### config.mk
export PLATFORM = sky130hd
export DESIGN_NAME = cache_bus_arbiter_flat
export DESIGN_NICKNAME = d
export VERILOG_FILES = /design/src/rtl/cache_bus_arbiter_if.sv /design/src/rtl/cache_bus_arbiter.sv /design/src/flat_wrapper.sv
export SDC_FILE = /design/constraint.sdc
export NUM_CORES = 1
export LEC_CHECK = 0
export CAP_MARGIN = 10
export CORE_AREA = 2 2 188 190
export DETAILED_ROUTE_END_ITERATION = 6
export DIE_AREA = 0 0 190 192
export GPL_TIMING_DRIVEN = 0
export SYNTH_ARGS = -nofsm -noshare
export SYNTH_HDL_FRONTEND = slang
export SYNTH_SLANG_ARGS = --single-unit
### constraint.sdc
create_clock -name clk -period 6.1 [get_ports clk]
set_input_delay 1.22 -clock clk [delete_from_list [all_inputs] [get_ports clk]]
set_output_delay 1.22 -clock clk [all_outputs]
set_load 0.03 [all_outputs]
### src/rtl/cache_bus_arbiter_if.sv
// One cache-bus channel: request beats flow master->slave and response beats
// flow slave->master. Each channel has its own cyc/ack handshake.
interface cache_bus_arbiter_if #(
    parameter int BUS_DATA_WIDTH = 64,
    parameter int BUS_TAG_WIDTH  = 13
);
    logic                      reqcyc;
    logic [BUS_DATA_WIDTH-1:0] req;
    logic [BUS_TAG_WIDTH-1:0]  reqtag;
    logic                      reqack;
    logic                      respcyc;
    logic [BUS_DATA_WIDTH-1:0] resp;
    logic [BUS_TAG_WIDTH-1:0]  resptag;
    logic                      respack;

    modport master (
        output reqcyc, req, reqtag, respack,
        input  reqack, respcyc, resp, resptag
    );

    modport slave (
        input  reqcyc, req, reqtag, respack,
        output reqack, respcyc, resp, resptag
    );
endinterface

### src/rtl/cache_bus_arbiter.sv
// Two-port (ICache = port 0, DCache = port 1) round-robin arbiter onto one
// shared cache bus, with a single transaction outstanding at a time.
module cache_bus_arbiter #(
    parameter int BUS_DATA_WIDTH = 64,
    parameter int BUS_TAG_WIDTH  = 13,
    parameter int LINE_BEATS     = 8
) (
    input  logic                      clk,
    input  logic                      reset,
    cache_bus_arbiter_if.slave        m0_if,
    cache_bus_arbiter_if.slave        m1_if,
    cache_bus_arbiter_if.master       bus_if,
    output logic [1:0]                grant_o
);
    typedef enum logic [1:0] {
        ST_IDLE = 2'd0,
        ST_REQ  = 2'd1,
        ST_RESP = 2'd2
    } state_t;

    localparam int         READ_BIT = 12;
    localparam logic [3:0] WB_LAST  = 4'(LINE_BEATS);
    localparam logic [3:0] RD_LAST  = 4'(LINE_BEATS - 1);

    state_t                     state_q, state_d;
    logic                       owner_q, owner_d;
    logic                       last_grant_q, last_grant_d;
    logic [BUS_TAG_WIDTH-1:0]   tag_q, tag_d;
    logic [3:0]                 cnt_q, cnt_d;

    logic                       own_reqcyc_s;
    logic [BUS_DATA_WIDTH-1:0]  own_req_s;
    logic [BUS_TAG_WIDTH-1:0]   own_reqtag_s;
    logic                       own_respack_s;
    logic                       req_fire_s;
    logic                       resp_match_s;
    logic                       resp_take_s;

    logic                       bus_reqcyc_s;
    logic [BUS_DATA_WIDTH-1:0]  bus_req_s;
    logic [BUS_TAG_WIDTH-1:0]   bus_reqtag_s;
    logic                       bus_respack_s;
    logic                       reqack_s;
    logic                       respcyc_s;
    logic [1:0]                 grant_s;

    assign own_reqcyc_s  = owner_q ? m1_if.reqcyc  : m0_if.reqcyc;
    assign own_req_s     = owner_q ? m1_if.req     : m0_if.req;
    assign own_reqtag_s  = owner_q ? m1_if.reqtag  : m0_if.reqtag;
    assign own_respack_s = owner_q ? m1_if.respack : m0_if.respack;

    assign req_fire_s   = (state_q == ST_REQ) && own_reqcyc_s && bus_if.reqack;
    // Beats tagged for someone else share the bus and must be ignored.
    assign resp_match_s = (state_q == ST_RESP) && bus_if.respcyc && (bus_if.resptag == tag_q);
    assign resp_take_s  = resp_match_s && own_respack_s;

    // State register with synchronous reset; last_grant=1 lets port 0 win first.
    always_ff @(posedge clk) begin
        if (reset) begin
            state_q      <= ST_IDLE;
            owner_q      <= 1'b0;
            last_grant_q <= 1'b1;
            tag_q        <= {BUS_TAG_WIDTH{1'b0}};
            cnt_q        <= 4'd0;
        end else begin
            state_q      <= state_d;
            owner_q      <= owner_d;
            last_grant_q <= last_grant_d;
            tag_q        <= tag_d;
            cnt_q        <= cnt_d;
        end
    end

    // Next-state: arbitration in IDLE, beat counting in REQ and RESP.
    always_comb begin
        state_d      = state_q;
        owner_d      = owner_q;
        last_grant_d = last_grant_q;
        tag_d        = tag_q;
        cnt_d        = cnt_q;
        case (state_q)
            ST_IDLE: begin
                if (m0_if.reqcyc && m1_if.reqcyc) begin
                    owner_d      = ~last_grant_q;
                    last_grant_d = ~last_grant_q;
                    tag_d        = last_grant_q ? m0_if.reqtag : m1_if.reqtag;
                    cnt_d        = 4'd0;
                    state_d      = ST_REQ;
                end else if (m0_if.reqcyc) begin
                    owner_d      = 1'b0;
                    last_grant_d = 1'b0;
                    tag_d        = m0_if.reqtag;
                    cnt_d        = 4'd0;
                    state_d      = ST_REQ;
                end else if (m1_if.reqcyc) begin
                    owner_d      = 1'b1;
                    last_grant_d = 1'b1;
                    tag_d        = m1_if.reqtag;
                    cnt_d        = 4'd0;
                    state_d      = ST_REQ;
                end else begin
                    state_d      = ST_IDLE;
                end
            end
            ST_REQ: begin
                if (req_fire_s) begin
                    if (tag_q[READ_BIT]) begin
                        state_d = ST_RESP;
                        cnt_d   = 4'd0;
                    end else if (cnt_q == WB_LAST) begin
                        state_d = ST_IDLE;
                        cnt_d   = 4'd0;
                    end else begin
                        cnt_d   = cnt_q + 4'd1;
                    end
                end else begin
                    state_d = ST_REQ;
                end
            end
            ST_RESP: begin
                if (resp_take_s) begin
                    if (cnt_q == RD_LAST) begin
                        state_d = ST_IDLE;
                        cnt_d   = 4'd0;
                    end else begin
                        cnt_d   = cnt_q + 4'd1;
                    end
                end else begin
                    state_d = ST_RESP;
                end
            end
            default: begin
                state_d = ST_IDLE;
                cnt_d   = 4'd0;
            end
        endcase
    end

    // Output decode: channels forward combinationally to the owner only.
    always_comb begin
        bus_reqcyc_s  = 1'b0;
        bus_req_s     = {BUS_DATA_WIDTH{1'b0}};
        bus_reqtag_s  = {BUS_TAG_WIDTH{1'b0}};
        bus_respack_s = 1'b0;
        reqack_s      = 1'b0;
        respcyc_s     = 1'b0;
        grant_s       = 2'b00;
        if (reset) begin
            grant_s = 2'b00;
        end else begin
            case (state_q)
                ST_REQ: begin
                    grant_s      = owner_q ? 2'b10 : 2'b01;
                    bus_reqcyc_s = own_reqcyc_s;
                    reqack_s     = own_reqcyc_s && bus_if.reqack;
                    if (own_reqcyc_s) begin
                        bus_req_s    = own_req_s;
                        bus_reqtag_s = own_reqtag_s;
                    end else begin
                        bus_req_s    = {BUS_DATA_WIDTH{1'b0}};
                        bus_reqtag_s = {BUS_TAG_WIDTH{1'b0}};
                    end
                end
                ST_RESP: begin
                    grant_s       = owner_q ? 2'b10 : 2'b01;
                    respcyc_s     = resp_match_s;
                    bus_respack_s = resp_take_s;
                end
                default: begin
                    grant_s = 2'b00;
                end
            endcase
        end
    end

    assign bus_if.reqcyc  = bus_reqcyc_s;
    assign bus_if.req     = bus_req_s;
    assign bus_if.reqtag  = bus_reqtag_s;
    assign bus_if.respack = bus_respack_s;

    assign m0_if.reqack   = reqack_s  && !owner_q;
    assign m1_if.reqack   = reqack_s  &&  owner_q;
    assign m0_if.respcyc  = respcyc_s && !owner_q;
    assign m1_if.respcyc  = respcyc_s &&  owner_q;
    assign m0_if.resp     = bus_if.resp;
    assign m1_if.resp     = bus_if.resp;
    assign m0_if.resptag  = bus_if.resptag;
    assign m1_if.resptag  = bus_if.resptag;

    assign grant_o = grant_s;
endmodule

### src/flat_wrapper.sv
// flat-port wrapper written by rule: the top's interface ports become plain ports
module cache_bus_arbiter_flat 
#(
    parameter int BUS_DATA_WIDTH = 64,
    parameter int BUS_TAG_WIDTH  = 13,
    parameter int LINE_BEATS     = 8
)
  (clk, reset, grant_o, m0_if_reqcyc, m0_if_req, m0_if_reqtag, m0_if_respack, m0_if_reqack, m0_if_respcyc, m0_if_resp, m0_if_resptag, m1_if_reqcyc, m1_if_req, m1_if_reqtag, m1_if_respack, m1_if_reqack, m1_if_respcyc, m1_if_resp, m1_if_resptag, bus_if_reqcyc, bus_if_req, bus_if_reqtag, bus_if_respack, bus_if_reqack, bus_if_respcyc, bus_if_resp, bus_if_resptag);
  cache_bus_arbiter_if #(.BUS_DATA_WIDTH(BUS_DATA_WIDTH), .BUS_TAG_WIDTH(BUS_TAG_WIDTH)) m0_if_i ();
  cache_bus_arbiter_if #(.BUS_DATA_WIDTH(BUS_DATA_WIDTH), .BUS_TAG_WIDTH(BUS_TAG_WIDTH)) m1_if_i ();
  cache_bus_arbiter_if #(.BUS_DATA_WIDTH(BUS_DATA_WIDTH), .BUS_TAG_WIDTH(BUS_TAG_WIDTH)) bus_if_i ();
  input  logic clk;
  input  logic reset;
  output logic [1:0] grant_o;
  input wire logic [$bits(m0_if_i.reqcyc)-1:0] m0_if_reqcyc;
  input wire logic [$bits(m0_if_i.req)-1:0] m0_if_req;
  input wire logic [$bits(m0_if_i.reqtag)-1:0] m0_if_reqtag;
  input wire logic [$bits(m0_if_i.respack)-1:0] m0_if_respack;
  output wire logic [$bits(m0_if_i.reqack)-1:0] m0_if_reqack;
  output wire logic [$bits(m0_if_i.respcyc)-1:0] m0_if_respcyc;
  output wire logic [$bits(m0_if_i.resp)-1:0] m0_if_resp;
  output wire logic [$bits(m0_if_i.resptag)-1:0] m0_if_resptag;
  input wire logic [$bits(m1_if_i.reqcyc)-1:0] m1_if_reqcyc;
  input wire logic [$bits(m1_if_i.req)-1:0] m1_if_req;
  input wire logic [$bits(m1_if_i.reqtag)-1:0] m1_if_reqtag;
  input wire logic [$bits(m1_if_i.respack)-1:0] m1_if_respack;
  output wire logic [$bits(m1_if_i.reqack)-1:0] m1_if_reqack;
  output wire logic [$bits(m1_if_i.respcyc)-1:0] m1_if_respcyc;
  output wire logic [$bits(m1_if_i.resp)-1:0] m1_if_resp;
  output wire logic [$bits(m1_if_i.resptag)-1:0] m1_if_resptag;
  output wire logic [$bits(bus_if_i.reqcyc)-1:0] bus_if_reqcyc;
  output wire logic [$bits(bus_if_i.req)-1:0] bus_if_req;
  output wire logic [$bits(bus_if_i.reqtag)-1:0] bus_if_reqtag;
  output wire logic [$bits(bus_if_i.respack)-1:0] bus_if_respack;
  input wire logic [$bits(bus_if_i.reqack)-1:0] bus_if_reqack;
  input wire logic [$bits(bus_if_i.respcyc)-1:0] bus_if_respcyc;
  input wire logic [$bits(bus_if_i.resp)-1:0] bus_if_resp;
  input wire logic [$bits(bus_if_i.resptag)-1:0] bus_if_resptag;
  assign m0_if_i.reqcyc = m0_if_reqcyc;
  assign m0_if_i.req = m0_if_req;
  assign m0_if_i.reqtag = m0_if_reqtag;
  assign m0_if_i.respack = m0_if_respack;
  assign m0_if_reqack = m0_if_i.reqack;
  assign m0_if_respcyc = m0_if_i.respcyc;
  assign m0_if_resp = m0_if_i.resp;
  assign m0_if_resptag = m0_if_i.resptag;
  assign m1_if_i.reqcyc = m1_if_reqcyc;
  assign m1_if_i.req = m1_if_req;
  assign m1_if_i.reqtag = m1_if_reqtag;
  assign m1_if_i.respack = m1_if_respack;
  assign m1_if_reqack = m1_if_i.reqack;
  assign m1_if_respcyc = m1_if_i.respcyc;
  assign m1_if_resp = m1_if_i.resp;
  assign m1_if_resptag = m1_if_i.resptag;
  assign bus_if_reqcyc = bus_if_i.reqcyc;
  assign bus_if_req = bus_if_i.req;
  assign bus_if_reqtag = bus_if_i.reqtag;
  assign bus_if_respack = bus_if_i.respack;
  assign bus_if_i.reqack = bus_if_reqack;
  assign bus_if_i.respcyc = bus_if_respcyc;
  assign bus_if_i.resp = bus_if_resp;
  assign bus_if_i.resptag = bus_if_resptag;
  cache_bus_arbiter #(.BUS_DATA_WIDTH(BUS_DATA_WIDTH), .BUS_TAG_WIDTH(BUS_TAG_WIDTH), .LINE_BEATS(LINE_BEATS)) u_core (.clk(clk), .reset(reset), .m0_if(m0_if_i), .m1_if(m1_if_i), .bus_if(bus_if_i), .grant_o(grant_o));
endmodule
After elaboration in Yosys (flattened, before gate mapping)
Cells that the tools add are included.
{"block": "classes", "bitwise": 1, "reduce_logical": 18, "add_sub_neg": 1, "n_eq_ne": 10, "muxes": 46}
{"cell": "$mux W64", "count": 4}
{"cell": "$mux W13", "count": 8}
{"cell": "$mux W4", "count": 8}
{"cell": "$mux W2", "count": 10}
{"cell": "$mux W1", "count": 14}
{"cell": "$eq A13 B13 Y1", "count": 1}
{"cell": "$pmux W4 S3", "count": 1}
{"cell": "$logic_and A1 B1 Y1", "count": 11}
{"cell": "$ne A4 B3 Y1 const B", "count": 2}
{"cell": "$pmux W2 S3", "count": 1}
{"cell": "$add A4 B1 Y4 const B", "count": 1}
{"cell": "$eq A4 B3 Y1 const B", "count": 1}
{"cell": "$eq A4 B4 Y1 const B", "count": 1}
{"cell": "$ne A2 B1 Y1 const B", "count": 2}
{"cell": "$reduce_and A2 Y1", "count": 2}
{"cell": "$ne A3 B3 Y1 const B", "count": 1}
{"cell": "$reduce_and A3 Y1", "count": 1}
{"cell": "$reduce_bool A3 Y1", "count": 1}
{"cell": "$eq A2 B1 Y1 const B", "count": 1}
{"cell": "$eq A2 B2 Y1 const B", "count": 1}
{"cell": "$logic_not A2 Y1", "count": 1}
{"cell": "$reduce_or A2 Y1", "count": 1}
{"cell": "$logic_not A1 Y1", "count": 1}
{"cell": "$not A1 Y1", "count": 1}
{"block": "word_totals", "elab_cells": 81, "out_inout_bits": 239, "reg_bits": 21, "inputBits": 239}

Longest topological paths before layout
Gate-level depths: netlist (run 1).
{"block": "logic_depth", "ltp_word": 6, "ltp_mapped": 8, "depth_no_buf": 8}

Worst setup path before layout (run 1)
OpenSTA, ideal clock, no wires.
{"block": "synth_path", "kind": "input -> output", "from": "input bus_if_resptag[11]", "to": "output bus_if_respack", "slack_ns": 1.930, "path_stages": 5, "required_ns": 4.880, "path_buffers": 0, "arrival_time_ns": 2.950, "cell_sequence": "xnor2_1 > o221ai_1 > or4_4 > or4_1 > nor2_1"}
{"block": "synth_via", "elab_chain_len": 5}
{"element": "start: declaration", "line_no": "flat_wrapper.sv:38", "source": "input wire logic [$bits(bus_if_i.resptag)-1:0] bus_if_resptag;"}
{"element": "$eq A13 B13 Y1", "line_no": "cache_bus_arbiter.sv:54", "source": "assign resp_match_s = (state_q == ST_RESP) && bus_if.respcyc && (bus_if.resptag == tag_q);"}
{"element": "$logic_and A1 B1 Y1", "line_no": "cache_bus_arbiter.sv:54"}
{"element": "$logic_and A1 B1 Y1", "line_no": "cache_bus_arbiter.sv:55", "source": "assign resp_take_s = resp_match_s && own_respack_s;"}
{"element": "$mux W1", "line_no": "cache_bus_arbiter.sv:151", "source": "case (state_q)"}
{"element": "$mux W1", "line_no": "cache_bus_arbiter.sv:148", "source": "if (reset) begin"}
{"element": "end: declaration", "line_no": "flat_wrapper.sv:34", "source": "output wire logic [$bits(bus_if_i.respack)-1:0] bus_if_respack;"}
Every way passes these cells.

Final worst setup path (run 1)
{"block": "layout_path", "from": "input m0_if_reqcyc", "to": "output bus_if_req[58]"}
{"block": "layout_via", "elab_chain_len": 4}
{"element": "start: declaration", "line_no": "flat_wrapper.sv:15", "source": "input wire logic [$bits(m0_if_i.reqcyc)-1:0] m0_if_reqcyc;"}
{"element": "$mux W1", "line_no": "cache_bus_arbiter.sv:47", "source": "assign own_reqcyc_s = owner_q ? m1_if.reqcyc : m0_if.reqcyc;"}
{"element": "$mux W64", "line_no": "cache_bus_arbiter.sv:156", "source": "if (own_reqcyc_s) begin"}
{"element": "$mux W64", "line_no": "cache_bus_arbiter.sv:151"}
{"element": "$mux W64", "line_no": "cache_bus_arbiter.sv:148"}
{"element": "end: declaration", "line_no": "flat_wrapper.sv:32", "source": "output wire logic [$bits(bus_if_i.req)-1:0] bus_if_req;"}
Every way passes these cells.

==> impl_metrics.json, run 1 <==
{
  "cpPeakStageDelay_ns": 0.67,
  "leakage_uw": 0.00335,
  "timing.critical_path.buf_inv": 5,
  "clock_power_share_pct": 13.3,
  "skew_ns": 0.00186,
  "avgViaCountPerCell": 3.40,
  "hold_class": "reg -> reg",
  "synth-seq-cells": 21,
  "io_buffers": 412,
  "cp_cell_sequence": "clkdlybuf4s50_1, mux2_2, nand2_1, or2_2, clkbuf_1, clkbuf_2, buf_1, nor2_1, clkdlybuf4s50_1",
  "status": "finished clean",
  "grt_pass1_vias": 4802,
  "rsz0062_at_grt": "no",
  "dp_cells": 1361,
  "io_pins": 478,
  "postSynthAreaPerCell_um2": 7.48,
  "maxCapViolCount": 0,
  "stdcell_area_um2": 8470,
  "dpl-instance-area_um2": 8390,
  "cts_root_buffer": "clkbuf_16",
  "die_w_um": 190,
  "hold_path_depth": 2,
  "internal_power_uw": 613,
  "final_max_slew_viol_count": 0,
  "htree_levels": 1,
  "fillCellCount": 3724,
  "clkTransAtPathRegs_ns": 0.06,
  "tightest_slew_ns": 1.13,
  "vias": 4649,
  "routed_wl_um": 23900,
  "finalSetupTns_ns": 0,
  "finalSetupViolCount": 0,
  "fmax_mhz": 179,
  "final_util_pct": 24.7,
  "nets": 1156,
  "crit_path_end_kind": "primary output",
  "grt_usage_pct": 12.1,
  "first_iter_violations": 148,
  "rows": 68,
  "hold_ws_ns": 0.502,
  "tritoncts": "yes",
  "cp.depth": 9,
  "syn_area_um2": 3700,
  "synthCells": 494,
  "synth_fp_nets": 739,
  "worstSetupPathType": "in -> out",
  "layout-drive-gt1-share_pct": 18.2,
  "grt_max_degree": 13,
  "swShare_pct": 41.1,
  "synthTopCellsByArea": "buf_4 31%, mux2i_1 25%, dfxtp_1 11%",
  "synth_top_area_share_pct": 31.3,
  "cp_max_fo": 10,
  "place_congestion": 0.841,
  "yosysMostFrequentCell": "buf_4",
  "required_ns": 4.88,
  "postCtsHoldBufs": 0,
  "synthArstFlopShare_pct": 0,
  "coreArea_um2": 34300,
  "dieArea_um2": 36500,
  "ir_worst_vdd_v": 0.0000823,
  "ctsLongestPathBuffers": 2,
  "ant_nets": 0,
  "drcViolationCount": 0,
  "cpMaxStageDelayCell": "clkdlybuf4s50_1",
  "post_cts_buffers": 0,
  "finalCritPeriodShare_pct": 91.4,
  "startpoint_type": "input port",
  "synth-main-ff-cell": "dfxtp_1",
  "critical_path_arrival_ns": 4.36,
  "numCtsBuffers": 3,
  "synth_cell_type_count": 44,
  "instances_no_fill": 1366,
  "pwr-share-comb_pct": 71.1,
  "cts_resized": 0,
  "cpLargestDelayFamily": "buffers and inverters",
  "powerDensity_nw_per_um2": 123,
  "dr.pass1.iters": 4,
  "r2r_slack_ns": 3.18,
  "ys_seq_area_share_pct": 11.4,
  "cp-startpoint": "m0_if_reqcyc",
  "yosys_warnings": 0,
  "start_util_pct": 10.8,
  "min_period_ns": 5.58,
  "reg2reg_to": "u_core.cnt_q[2]",
  "die_y_um": 192,
  "cpMostUsedCell": "clkdlybuf4s50_1",
  "p_sw_uw": 427,
  "insertion_delay_ns": 0.25,
  "r2r_start": "u_core.owner_q",
  "place_hpwl_um": 21400,
  "antenna_found_initial": 0,
  "cts.sinks": 21,
  "hold_viol": 0,
  "maxSlewHeadroom_pct": 25.0,
  "wire_per_inst_um": 17.5,
  "synthTopCellsByCount": "154 x buf_4, 98 x nor2_1, 94 x mux2i_1",
  "synth_edf_count": 0,
  "seqPwrFrac_pct": 15.7,
  "synthToLayoutAreaGrowth_pct": 129,
  "crit_path_end": "bus_if_req[58]",
  "r2r_cells": 7,
  "grt.overflow.total": 0,
  "grt_pass1_wl_um": 32300,
  "synth_top_area_cell": "buf_4"
}
[cell usage in the layout (no fill, tap or decap), drive strengths merged, types with 6 or more instances in the layout]
master         count
xnor2              7
clkdlybuf4s50    412
nand2b             6
buf              163
a211oi            14
inv               15
clkbuf            19
ha                 6
mux2i             94
dfxtp             21
o21ai              7
nor2              98
[state kept, by name, indices dropped and copies added (netlist names)]
name and cells:
u_core.tag_q 13, u_core.owner_q 1, u_core.state_q 2, u_core.cnt_q 4, u_core.last_grant_q 1
[per-stage QoR]
step / total power [uW] / worst slack [ns]
global placement: 909 / 0.189
detailed placement: 911 / 0.154
global route: 1100 / 0.304
finish: 1040 / 0.523
floorplan: 573 / 1.93
CTS: 1050 / 0.146
[layer usage]
| layer | track usage (%) | up-vias | routed length (um) |
|---|---|---|---|
| met3 | 2.05 | 8 | 1330 |
| met5 | 0 | - | 0 |
| met2 | 22.2 | 210 | 12400 |
| li1 | - | 2327 | - |
| met4 | 1.16 | 0 | 144 |
| met1 | 15.1 | 2104 | 10100 |
[worst register-to-register path: stages, from the launching register on]
cell,delay [ns]
dfxtp_1,0.34
clkbuf_1,0.84
inv_1,0.41
a22oi_1,0.27
a2bb2oi_1,0.45
o21a_1,0.19
a21boi_0,0.08
o21ba_2,0.23
[kinds of logic (layout without fill, tap and decap cells)]
| kind of cell | after synthesis | count (layout) | synth area share (%) |
|---|---|---|---|
| simple gates | 129 | 129 | 15.0 |
| xor+xnor | 8 | 8 | 1.90 |
| other cells | 0 | 1 | 0 |
| flops | 21 | 21 | 11.4 |
| buf+inv | 194 | 610 | 35.4 |
| compound gates | 41 | 41 | 8.56 |
| fa+ha+maj | 6 | 6 | 2.03 |
| mux | 95 | 95 | 25.8 |
[final cells by class]
class	instances	area, um2	area share [%]
Clock buffer	3	75.1	0.886
Inverter	15	56.3	0.664
Multi-Input combinational cell	279	1970	23.2
Tap cell	455	569	6.72
Clock inverter	1	5.00	0.0591
Antenna cell	1	2.50	0.0295
Timing Repair Buffer	412	4120	48.7
Buffer	179	1250	14.8
Sequential cell	21	420	4.96
[how the worst min path moves through the flow]
stage	start	endpoint	slack, ns
final	u_core.tag_q[7]	u_core.tag_q[7]	0.50
after global routing	u_core.tag_q[0]	u_core.tag_q[0]	0.53
after CTS	u_core.tag_q[7]	u_core.tag_q[7]	0.50
after detailed placement	u_core.last_grant_q	u_core.last_grant_q	0.50
after global placement	u_core.last_grant_q	u_core.last_grant_q	0.49
after floorplan	u_core.last_grant_q	u_core.last_grant_q	0.47
[power groups by stage]
stage / Sequential, uW / Combinational [uW] / Clock [uW]
after floorplan: 163 / 411 / 0
after CTS: 163 / 749 / 141
after global placement: 165 / 744 / 0
after global routing: 165 / 784 / 148
after detailed placement: 166 / 745 / 0
final: 163 / 739 / 138
Power figures use the tool's default switching activity.
==> inputs of run 2 (changes only) <==
- RECOVER_POWER: not set -> 25
- SLEW_MARGIN: not set -> 20
==> impl_metrics.json, run 2 (synthesized netlist as in run 1, its figures left out) <==
{
  "required_ns": 4.88,
  "cts.sinks": 21,
  "finalCritPeriodShare_pct": 94.0,
  "io_buffers": 412,
  "cts_root_buffer": "clkbuf_16",
  "antenna_cells": 0,
  "place_congestion": 0.841,
  "dr.pass1.iters": 4,
  "min_to": "u_core.last_grant_q",
  "ctsLongestPathBuffers": 2,
  "ir_worst_vdd_v": 0.0000886,
  "seqPwrFrac_pct": 15.7,
  "final_cell_mix": "353 x clkdlybuf4s50_1, 154 x buf_4, 98 x nor2_1",
  "final_util_pct": 24.7,
  "post_cts_buffers": 0,
  "numCtsBuffers": 3,
  "postCtsHoldBufs": 0,
  "crit_path_end_kind": "primary output",
  "first_iter_violations": 137,
  "largest_reg_flops": 13,
  "instances_no_fill": 1365,
  "stdcell_area_um2": 8470,
  "internal_power_uw": 605,
  "htree_levels": 1,
  "tightest_slew_ns": 1.24,
  "die_w_um": 190,
  "avgViaCountPerCell": 3.39,
  "critical_path_arrival_ns": 4.51,
  "synthToLayoutAreaGrowth_pct": 129,
  "layout-drive-gt1-share_pct": 18.1,
  "grt_max_degree": 13,
  "grt_usage_pct": 12.2,
  "fmax_mhz": 174,
  "pwr-share-comb_pct": 70.7,
  "reg2reg_to": "u_core.tag_q[2]",
  "cp_cell_sequence": "clkdlybuf4s50_1, mux2_2, nand2_1, or2_2, clkbuf_1, clkbuf_1, buf_1, nor2_1, clkdlybuf4s50_1",
  "dieArea_um2": 36500,
  "die_y_um": 192,
  "insertion_delay_ns": 0.25,
  "routed_wl_um": 24100,
  "p_sw_uw": 429,
  "clkTransAtPathRegs_ns": 0.06,
  "startpoint_type": "input port",
  "rsz0062_at_grt": "no",
  "dpl-instance-area_um2": 8390,
  "drcViolationCount": 0,
  "r2r_start": "u_core.last_grant_q",
  "skew_ns": 0.00250,
  "powerDensity_nw_per_um2": 122,
  "cpPeakStageDelay_ns": 0.67,
  "tritoncts": "yes",
  "dp_cells": 1361,
  "dpl_worst_slack_ns": 0.227,
  "hold_class": "reg -> reg",
  "hold_viol": 0,
  "nets": 1156,
  "r2r_cells": 4,
  "finalSetupTns_ns": 0,
  "layout_setup_ws_ns": 0.367,
  "worstHoldStart": "u_core.last_grant_q",
  "finalSetupViolCount": 0,
  "maxSlewHeadroom_pct": 16.1,
  "start_util_pct": 10.8,
  "r2r_slack_ns": 3.48,
  "coreArea_um2": 34300,
  "final_max_slew_viol_count": 0,
  "antenna_found_initial": 0,
  "grt_pass1_vias": 4832,
  "vias": 4634,
  "grt_pass1_wl_um": 32700,
  "largest-register": "u_core.tag_q",
  "min_period_ns": 5.73,
  "clock_power_share_pct": 13.5,
  "rows": 68,
  "top_regs": "u_core.tag_q: 13 flops, u_core.cnt_q: 4 flops, u_core.state_q: 2 flops",
  "wire_per_inst_um": 17.6,
  "io_pins": 478,
  "hold_path_depth": 2,
  "place_hpwl_um": 21500,
  "cp_max_fo": 10,
  "final_common_cell": "clkdlybuf4s50_1",
  "swShare_pct": 41.5,
  "status": "finished clean",
  "grt.overflow.total": 0,
  "cpMaxStageDelayCell": "clkdlybuf4s50_1",
  "worstSetupPathType": "in -> out",
  "maxCapViolCount": 0,
  "ant_nets": 0,
  "cts_resized": 0,
  "leakage_uw": 0.00336
}
==> run 2: cell types whose count changed in the layout (fill, tap and decap cells not counted), sizes merged <==
| cell | before | now |
|---|---|---|
| dlygate4sd3 | 0 | 59 |
| diode | 1 | 0 |
| clkdlybuf4s50 | 412 | 353 |
| clkbuf | 19 | 20 |
| buf | 163 | 162 |
==> run 2: area by class of cell <==
class                           instances  area [um2]
Fill cell                            3744       25800
Clock buffer                            3        75.1
Clock inverter                          1        5.00
Tap cell                              455         569
Multi-Input combinational cell        279        1970
Inverter                               15        56.3
Buffer                                179        1250
Sequential cell                        21         420
Timing Repair Buffer                  412        4120
==> run 2: worst max path at each step <==
stage | from | end | slack [ns] | depth (start not counted)
detailed placement | m1_if_reqcyc | bus_if_req[58] | 0.23 | 9
CTS | m1_if_reqcyc | bus_if_req[58] | 0.21 | 9
finish | m1_if_reqcyc | bus_if_req[58] | 0.37 | 9
global placement | m0_if_reqcyc | bus_if_req[58] | 0.19 | 9
floorplan | bus_if_resptag[11] | bus_if_respack | 1.93 | 5
global route | m1_if_reqcyc | bus_if_req[58] | 0.002 | 9
==> run 2: power by group through the flow <==
stage / logic [uW] / clock network, uW / registers (uW)
floorplan: 411 / 0 / 163
global placement: 744 / 0 / 165
detailed placement: 745 / 0 / 166
CTS: 749 / 141 / 163
global route: 776 / 148 / 165
finish: 731 / 140 / 163
==> run 2: critical path: cells and delay by family <==
family | cells | cell delay (ns)
buffers and inverters | 5 | 2.68
multiplexers | 1 | 0.32
AND/OR/NAND/NOR | 3 | 0.28
==> run 2: layer usage <==
layer  track usage, %  vias to the layer above  share of wire (%)
met5                0                        -                  0
met4            0.626                        0               0.17
met3             1.72                        2                5.1
met2             22.7                      201                 52
met1             15.4                     2105                 43
li1                 -                     2326                  -
==> run 2: metrics by stage <==
step	power (uW)	hold slack (ns)
after floorplan	573	0.471
after global placement	909	0.488
after detailed placement	911	0.495
after CTS	1050	0.509
after global routing	1090	0.526
final	1030	0.504
==> inputs of run 3 (changes only) <==
- TNS_END_PERCENT: not set -> 1
==> results of run 3 <==
The final DEF is identical to that of run 2; final timing and power are the same.
